<file path="config.mk">
export PLATFORM = sky130hd
export DESIGN_NAME = imem_loader
export DESIGN_NICKNAME = d
export VERILOG_FILES = /design/src/rtl/imem_pkg.sv /design/src/rtl/imem_loader.sv
export SDC_FILE = /design/constraint.sdc
export NUM_CORES = 1
export LEC_CHECK = 0
export ABC_AREA = 1
export ABC_CLOCK_PERIOD_IN_PS = 1900
export CAP_MARGIN = 20
export CORE_MARGIN = 1.5
export CORE_UTILIZATION = 52
export DETAILED_ROUTE_END_ITERATION = 12
export GPL_ROUTABILITY_DRIVEN = 0
export PLACE_DENSITY = 0.81
export SLEW_MARGIN = 0
export SYNTH_ARGS = -nofsm -noshare
export SYNTH_HDL_FRONTEND = slang
export SYNTH_SLANG_ARGS = --single-unit
</file>
<file path="constraint.sdc">
create_clock -name clk -period 1.9 [get_ports clk]
set_clock_uncertainty 0.15 [all_clocks]
set_input_delay 0.57 -clock clk [delete_from_list [all_inputs] [get_ports clk]]
set_output_delay 0.57 -clock clk [all_outputs]
set_load 0.01 [all_outputs]
</file>
<file path="src/rtl/imem_pkg.sv">
// Shared sizing constants and state encoding for the instruction-memory boot loader.
package imem_pkg;

   localparam int unsigned DEPTH  = 32;
   localparam int unsigned ADDR_W = 5;
   localparam int unsigned DATA_W = 8;

   typedef enum logic [2:0] {
      StIdle = 3'd0,
      StLen  = 3'd1,
      StData = 3'd2,
      StCsum = 3'd3,
      StDone = 3'd4,
      StErr  = 3'd5
   } state_t;

endpackage

</file>
<file path="src/rtl/imem_loader.sv">
// Boot-time loader: takes a framed byte stream (length, payload, XOR checksum) and writes the
// payload into instruction RAM from address 0, holding the CPU in reset until a good load.
module imem_loader #(
   parameter int unsigned DEPTH  = imem_pkg::DEPTH,
   parameter int unsigned ADDR_W = imem_pkg::ADDR_W,
   parameter int unsigned DATA_W = imem_pkg::DATA_W
) (
   input  logic              clk,
   input  logic              rst,
   input  logic              start,
   input  logic              in_valid,
   input  logic [DATA_W-1:0] in_data,
   output logic              in_ready,
   output logic              wr_en,
   output logic [ADDR_W-1:0] wr_addr,
   output logic [DATA_W-1:0] wr_data,
   output logic              cpu_rst,
   output logic              done,
   output logic              err,
   output logic [ADDR_W:0]   count
);

   import imem_pkg::*;

   state_t              state_q, state_d;
   logic [DATA_W-1:0]   acc_q, acc_d;
   logic [ADDR_W:0]     count_q, count_d;
   logic [ADDR_W:0]     len_q, len_d;
   logic                in_ready_q, in_ready_d;
   logic                wr_en_q, wr_en_d;
   logic [ADDR_W-1:0]   wr_addr_q, wr_addr_d;
   logic [DATA_W-1:0]   wr_data_q, wr_data_d;
   logic                cpu_rst_q, cpu_rst_d;
   logic                done_q, done_d;
   logic                err_q, err_d;
   logic                accept;
   logic                len_ok;

   // in_ready_q always mirrors the current state, so it doubles as the handshake gate
   assign accept = in_valid && in_ready_q;
   assign len_ok = (in_data != '0) && (32'(in_data) <= DEPTH);

   always_comb begin
      state_d   = state_q;
      acc_d     = acc_q;
      count_d   = count_q;
      len_d     = len_q;
      wr_en_d   = 1'b0;
      wr_addr_d = wr_addr_q;
      wr_data_d = wr_data_q;

      unique case (state_q)
         StIdle, StDone, StErr: begin
            if (start) begin
               state_d = StLen;
               count_d = '0;
               acc_d   = '0;
            end
         end
         StLen: begin
            if (accept) begin
               if (len_ok) begin
                  state_d = StData;
                  len_d   = in_data[ADDR_W:0];
                  count_d = '0;
                  acc_d   = '0;
               end else begin
                  state_d = StErr;
               end
            end
         end
         StData: begin
            if (accept) begin
               wr_en_d   = 1'b1;
               wr_addr_d = count_q[ADDR_W-1:0];
               wr_data_d = in_data;
               acc_d     = acc_q ^ in_data;
               count_d   = count_q + 1'b1;
               if (count_d == len_q) begin
                  state_d = StCsum;
               end
            end
         end
         StCsum: begin
            if (accept) begin
               state_d = (in_data == acc_q) ? StDone : StErr;
            end
         end
         default: state_d = StIdle;
      endcase

      // Status flags are registered from the next state so they move on the deciding edge
      in_ready_d = (state_d == StLen) || (state_d == StData) || (state_d == StCsum);
      cpu_rst_d  = (state_d != StDone);
      done_d     = (state_d == StDone);
      err_d      = (state_d == StErr);
   end

   always_ff @(posedge clk or posedge rst) begin
      if (rst) begin
         state_q    <= StIdle;
         acc_q      <= '0;
         count_q    <= '0;
         len_q      <= '0;
         in_ready_q <= 1'b0;
         wr_en_q    <= 1'b0;
         wr_addr_q  <= '0;
         wr_data_q  <= '0;
         cpu_rst_q  <= 1'b1;
         done_q     <= 1'b0;
         err_q      <= 1'b0;
      end else begin
         state_q    <= state_d;
         acc_q      <= acc_d;
         count_q    <= count_d;
         len_q      <= len_d;
         in_ready_q <= in_ready_d;
         wr_en_q    <= wr_en_d;
         wr_addr_q  <= wr_addr_d;
         wr_data_q  <= wr_data_d;
         cpu_rst_q  <= cpu_rst_d;
         done_q     <= done_d;
         err_q      <= err_d;
      end
   end

   assign in_ready = in_ready_q;
   assign wr_en    = wr_en_q;
   assign wr_addr  = wr_addr_q;
   assign wr_data  = wr_data_q;
   assign cpu_rst  = cpu_rst_q;
   assign done     = done_q;
   assign err      = err_q;
   assign count    = count_q;

endmodule

</file>
## Word level (Yosys, flattened, before mapping)

Index checks and enable logic that the tools add are counted.

- Add/sub/neg operators: 1
- Bitwise gates (word level): 1
- Muxes and demuxes: 20
- Equality and inequality tests: 17
- $lt $le $gt $ge: 1
- Reductions and logical operators: 11

Operators with widths:

| kind | number |
|---|---|
| two-way mux 8 bit | 4 |
| two-way mux 6 bit | 4 |
| case mux 8 bit (3 select lines) | 1 |
| two-way mux 3 bit | 6 |
| case mux 6 bit (3 select lines) | 1 |
| == test 3 x 2 -> 1 bit, second input constant | 4 |
| == test 3 bit, second input constant | 4 |
| case mux 3 bit (4 select lines) | 1 |
| == test 8 bit | 1 |
| less-or-equal comparator 8 x 6 -> 1 bit, second input constant | 1 |
| != test 2 bit, second input constant | 4 |
| nonzero test 8 bit | 1 |
| XOR 8 bit | 1 |
| adder 6 x 1 -> 6 bit, second input constant | 1 |
| == test 3 x 1 -> 1 bit, second input constant | 2 |
| == test 6 bit | 1 |
| AND reduction 5 bit | 1 |
| zero test 3 bit | 1 |
| two-way mux 1 bit | 3 |
| != test 3 bit, second input constant | 1 |
| AND reduction 3 bit | 1 |
| nonzero test 3 bit | 1 |
| OR reduction 3 bit | 1 |
| logical AND 1 bit | 2 |
| 2 further kinds | 3 |

- Register bits after elaboration: 41
- Input port bits: 12
- Output and inout port bits: 24
- Logic and storage cells: 62

## Depth between registers and ports, before layout

- Depth after elaboration: 8
- Mapped depth: 12
- Depth with buffers taken out: 12

## Worst setup path before layout

OpenSTA, ideal clock, no wires.

- Path type: input-to-reg
- Start: in in_data[1]
- End: reg count_q[5], in the netlist count[5]
- Path buffers: 1
- Data arrival time: 1.439 ns
- Setup time: 0.136 ns
- Cell stages on the path: 11
- Path slack: 0.175 ns
- Required time: 1.614 ns
- Cells stage by stage: inv_1 -> nand2_1 -> nor2_1 -> nand2_1 -> nand2_1 -> nand2_1 -> nand2_2 -> nand3_2 -> buf_4 -> nand2_1 -> o21ai_0

- Word-level cells in the longest chain between the ends: 4
- Elaborated cells between the ends (all ways): 5
- Classes of those cells: 1 x order compare; 1 x eq/ne; 3 x reduce/logical

RTL lines:

| element | line | text |
|---|---|---|
| start: declaration | imem_loader.sv:12 | `input logic [DATA_W-1:0] in_data,` |
| less-or-equal comparator 8 x 6 -> 1 bit / nonzero test 8 bit (equally long branches) | imem_loader.sv:41 | `assign len_ok = (in_data != '0) && (32'(in_data) <= DEPTH);` |
| logical AND 1 bit (*) | imem_loader.sv:41 |  |
| != test 2 bit (no source line) (*) | -- |  |
| AND reduction 5 bit (no source line) (*) | -- |  |
| end signal: assignment | imem_loader.sv:115 | `count_q <= count_d;` |
| end: declaration | imem_loader.sv:27 | `logic [ADDR_W:0] count_q, count_d;` |

Every way passes the cells marked *; elsewhere a longest branch is shown, timed or not.
A chain may end at the register's enable or synchronous reset.

## Worst setup path in the final report

- Start: reg err_q, in the netlist err
- End: out err

RTL lines:

| element | line | text |
|---|---|---|
| start: declaration | imem_loader.sv:35 | `logic err_q, err_d;` |
| start signal: assignment | imem_loader.sv:123 | `err_q <= err_d;` |
| end: declaration | imem_loader.sv:19 | `output logic err,` |

No word-level cell between the ends.

==> metrics.csv <==
metric,value,unit
max-slew-margin-rel,80.7,%
clock_latency,0.29,ns
r2r_slack,0.09,ns
h-tree-depth,2,
pre_cts_ws,-0.423,ns
fin_crit,1.86,ns
pin_count,36,
crit_required,1.18,ns
die_h,65.0,um
first_pass_iters,4,
slowest_delay,0.53,ns
status,"finished, final reports clean",
numCtsBuffers,5,
cp_cell_sequence,clkdlybuf4s50_1,
fin_crit_sh,98.0,%
wire_per_inst,12.5,um
min_path_type,register to register,
worst_pin_slew,0.289,ns
cts_hold_buf,0,
place_inst,358,
cpMaxStageDelayCell,clkdlybuf4s50_1,
grt_pass1_vias,1847,
drt_iter0_drc,103,
end_kind,output port,
drtAntennaViolNets,0,
grt_max_degree,42,
stdcell_count,373,
slew_viol_final,0,
cts_buffer_depth,2,
initial_utilization,54.2,%
nNetsFinal,338,
dp_hpwl,3200,um
fillers,280,
numClockSinks,41,
arrival,1.14,ns
avgSynthCellArea,7.78,um^2
leakage,1.54,nW
cap_viol_max_count,0,
die_area,4230,um^2
clk_pin_slew,0.07,ns
worstPathMaxFanout,1,
grt_antenna_before_repair,0,
cts_tree,built,
drive_gt1_share,22.2,%
worstSetupPathType,register to output port,
antenna_cells,0,
ys.flop_type,dfrtp_1,
route.detailed.drc,0,
wl,4680,um
routed_via_density,5.09,
syn_to_final_growth,39.7,%
fin_tns_setup,0,ns
hold_viol_final,0,
finalSetupViolations,0,
rows,22,
final_cell_mix,"91 x nand2_1, 40 x dfrtp_1, 29 x buf_4",
cp-start-kind,register,
power.density,1070,nW/um^2
synth_nets,270,
track_usage,24.4,%
fp.dieW,65.0,um
mappedNetlistArea,2000,um^2
dr_total_vias,1900,
synth_edf_count,0,
core-area,3690,um^2
grt_pass1_wl,8010,um
crit_buf_inv,1,
critical-path-top-delay-family,buffers and inverters,
ys_seq_elements,41,
final_common_cell,nand2_1,
finalWorstSetupSlack,0.0381,ns
seq_area_frac_synth,51.4,%
synthArstFlopShare,100,%
io_buffers,35,
cts_root_buffer,clkbuf_8,
ir_worst_vdd,0.672,mV
overflow,0,
postSynthCellCount,257,
yosysWarnings,0,
fmax,537,MHz
synth.distinct_cells,25,
-- layout make-up --
| cell class | count | area (um^2) | share of cell area, % |
|---|---|---|---|
| Clock buffer | 7 | 86.3 | 3.09 |
| Inverter | 34 | 130 | 4.66 |
| Multi-Input combinational cell | 176 | 882 | 31.6 |
| Sequential cell | 41 | 1030 | 36.8 |
| Tap cell | 48 | 60.1 | 2.15 |
| Timing Repair Buffer | 67 | 607 | 21.7 |
-- stage by stage --
step	hold WS, ns	utilization (%)	power (mW)	area, um^2
after CTS	0.345	73.3	2.90	2700
final	0.333	75.7	2.99	2790
after global placement	0.314	69.8	2.31	2570
after floorplan	0.319	-	1.86	2000
after global routing	0.379	75.7	3.20	2790
after detailed placement	0.327	69.8	2.35	2570
-- Yosys cell counts, types with 2 or more instances --
cell | instances | area, um^2
nand2_1 | 95 | 357
dfrtp_1 | 40 | 1000
inv_1 | 34 | 128
o21ai_0 | 25 | 125
nor2_1 | 15 | 56.3
nand3_1 | 12 | 60.1
o21ai_1 | 5 | 25.0
nand3_2 | 4 | 40.0
nand4_1 | 4 | 25.0
clkbuf_1 | 3 | 11.3
nor2_2 | 3 | 18.8
a22o_1 | 2 | 17.5
buf_2 | 2 | 10.0
xor2_1 | 2 | 17.5
-- what timing repair did --
action                     4_1_cts  5_1_grt
resized for setup               33       27
buffers inserted                 7        1
setup endpoints to repair       32       15
pin swaps                        1        5
-- report_power, final --
part	internal (mW)	switching [mW]	total, mW
Combinational	0.522	0.670	1.19
Clock	0.288	0.277	0.565
Sequential	1.09	0.142	1.23
Total	1.90	1.09	2.99
-- worst paths after layout --
| path | from | end | depth (start not counted) |
|---|---|---|---|
| min | wr_addr[0] | wr_addr[0] | 2 |
| max in group asynchronous | rst | cpu_rst | 3 |
| min reg2reg | wr_addr[0] | wr_addr[0] | 2 |
| max | err | err | 1 |
| min in group asynchronous | rst | done | 3 |
| max reg2reg | count[1] | err | 11 |
-- kinds of logic after synthesis --
family | count (synthesis) | synth area share (%)
AOI/OAI and AO/OA | 38 | 10.8
buffers and inverters | 40 | 7.82
adders and majority gates | 1 | 0.626
and+or+nand+nor | 135 | 28.5
DFF | 41 | 51.4
xor gates and xnor gates | 2 | 0.876
-- per-layer routing --
metal | vias up | wire [um] | track usage (%)
met3 | 11 | 192 | 4.86
met4 | 0 | 88 | 7.29
met2 | 50 | 2430 | 44.1
li1 | 948 | - | -
met1 | 891 | 1970 | 29.5
met5 | - | 0 | 0
-- state kept, by name, summed over array words and instances (netlist names) --
signal / flops
done: 1
len_q: 6
wr_addr: 5
acc_q: 8
wr_data: 8
cpu_rst: 1
count: 6
wr_en: 1
err: 1
state_q: 3
in_ready: 1
-- worst register-to-register path: stages, from the launching register on --
cell and delay [ns]:
dfrtp_1 0.40, buf_6 0.14, ha_4 0.28, nand2_1 0.06
nand2_1 0.08, nand2_1 0.05, nor2_1 0.08, nand2_1 0.06
nor2_2 0.12, nand3_2 0.11, nand3_4 0.10, and2_4 0.14
(Power assumes the default switching activity.)
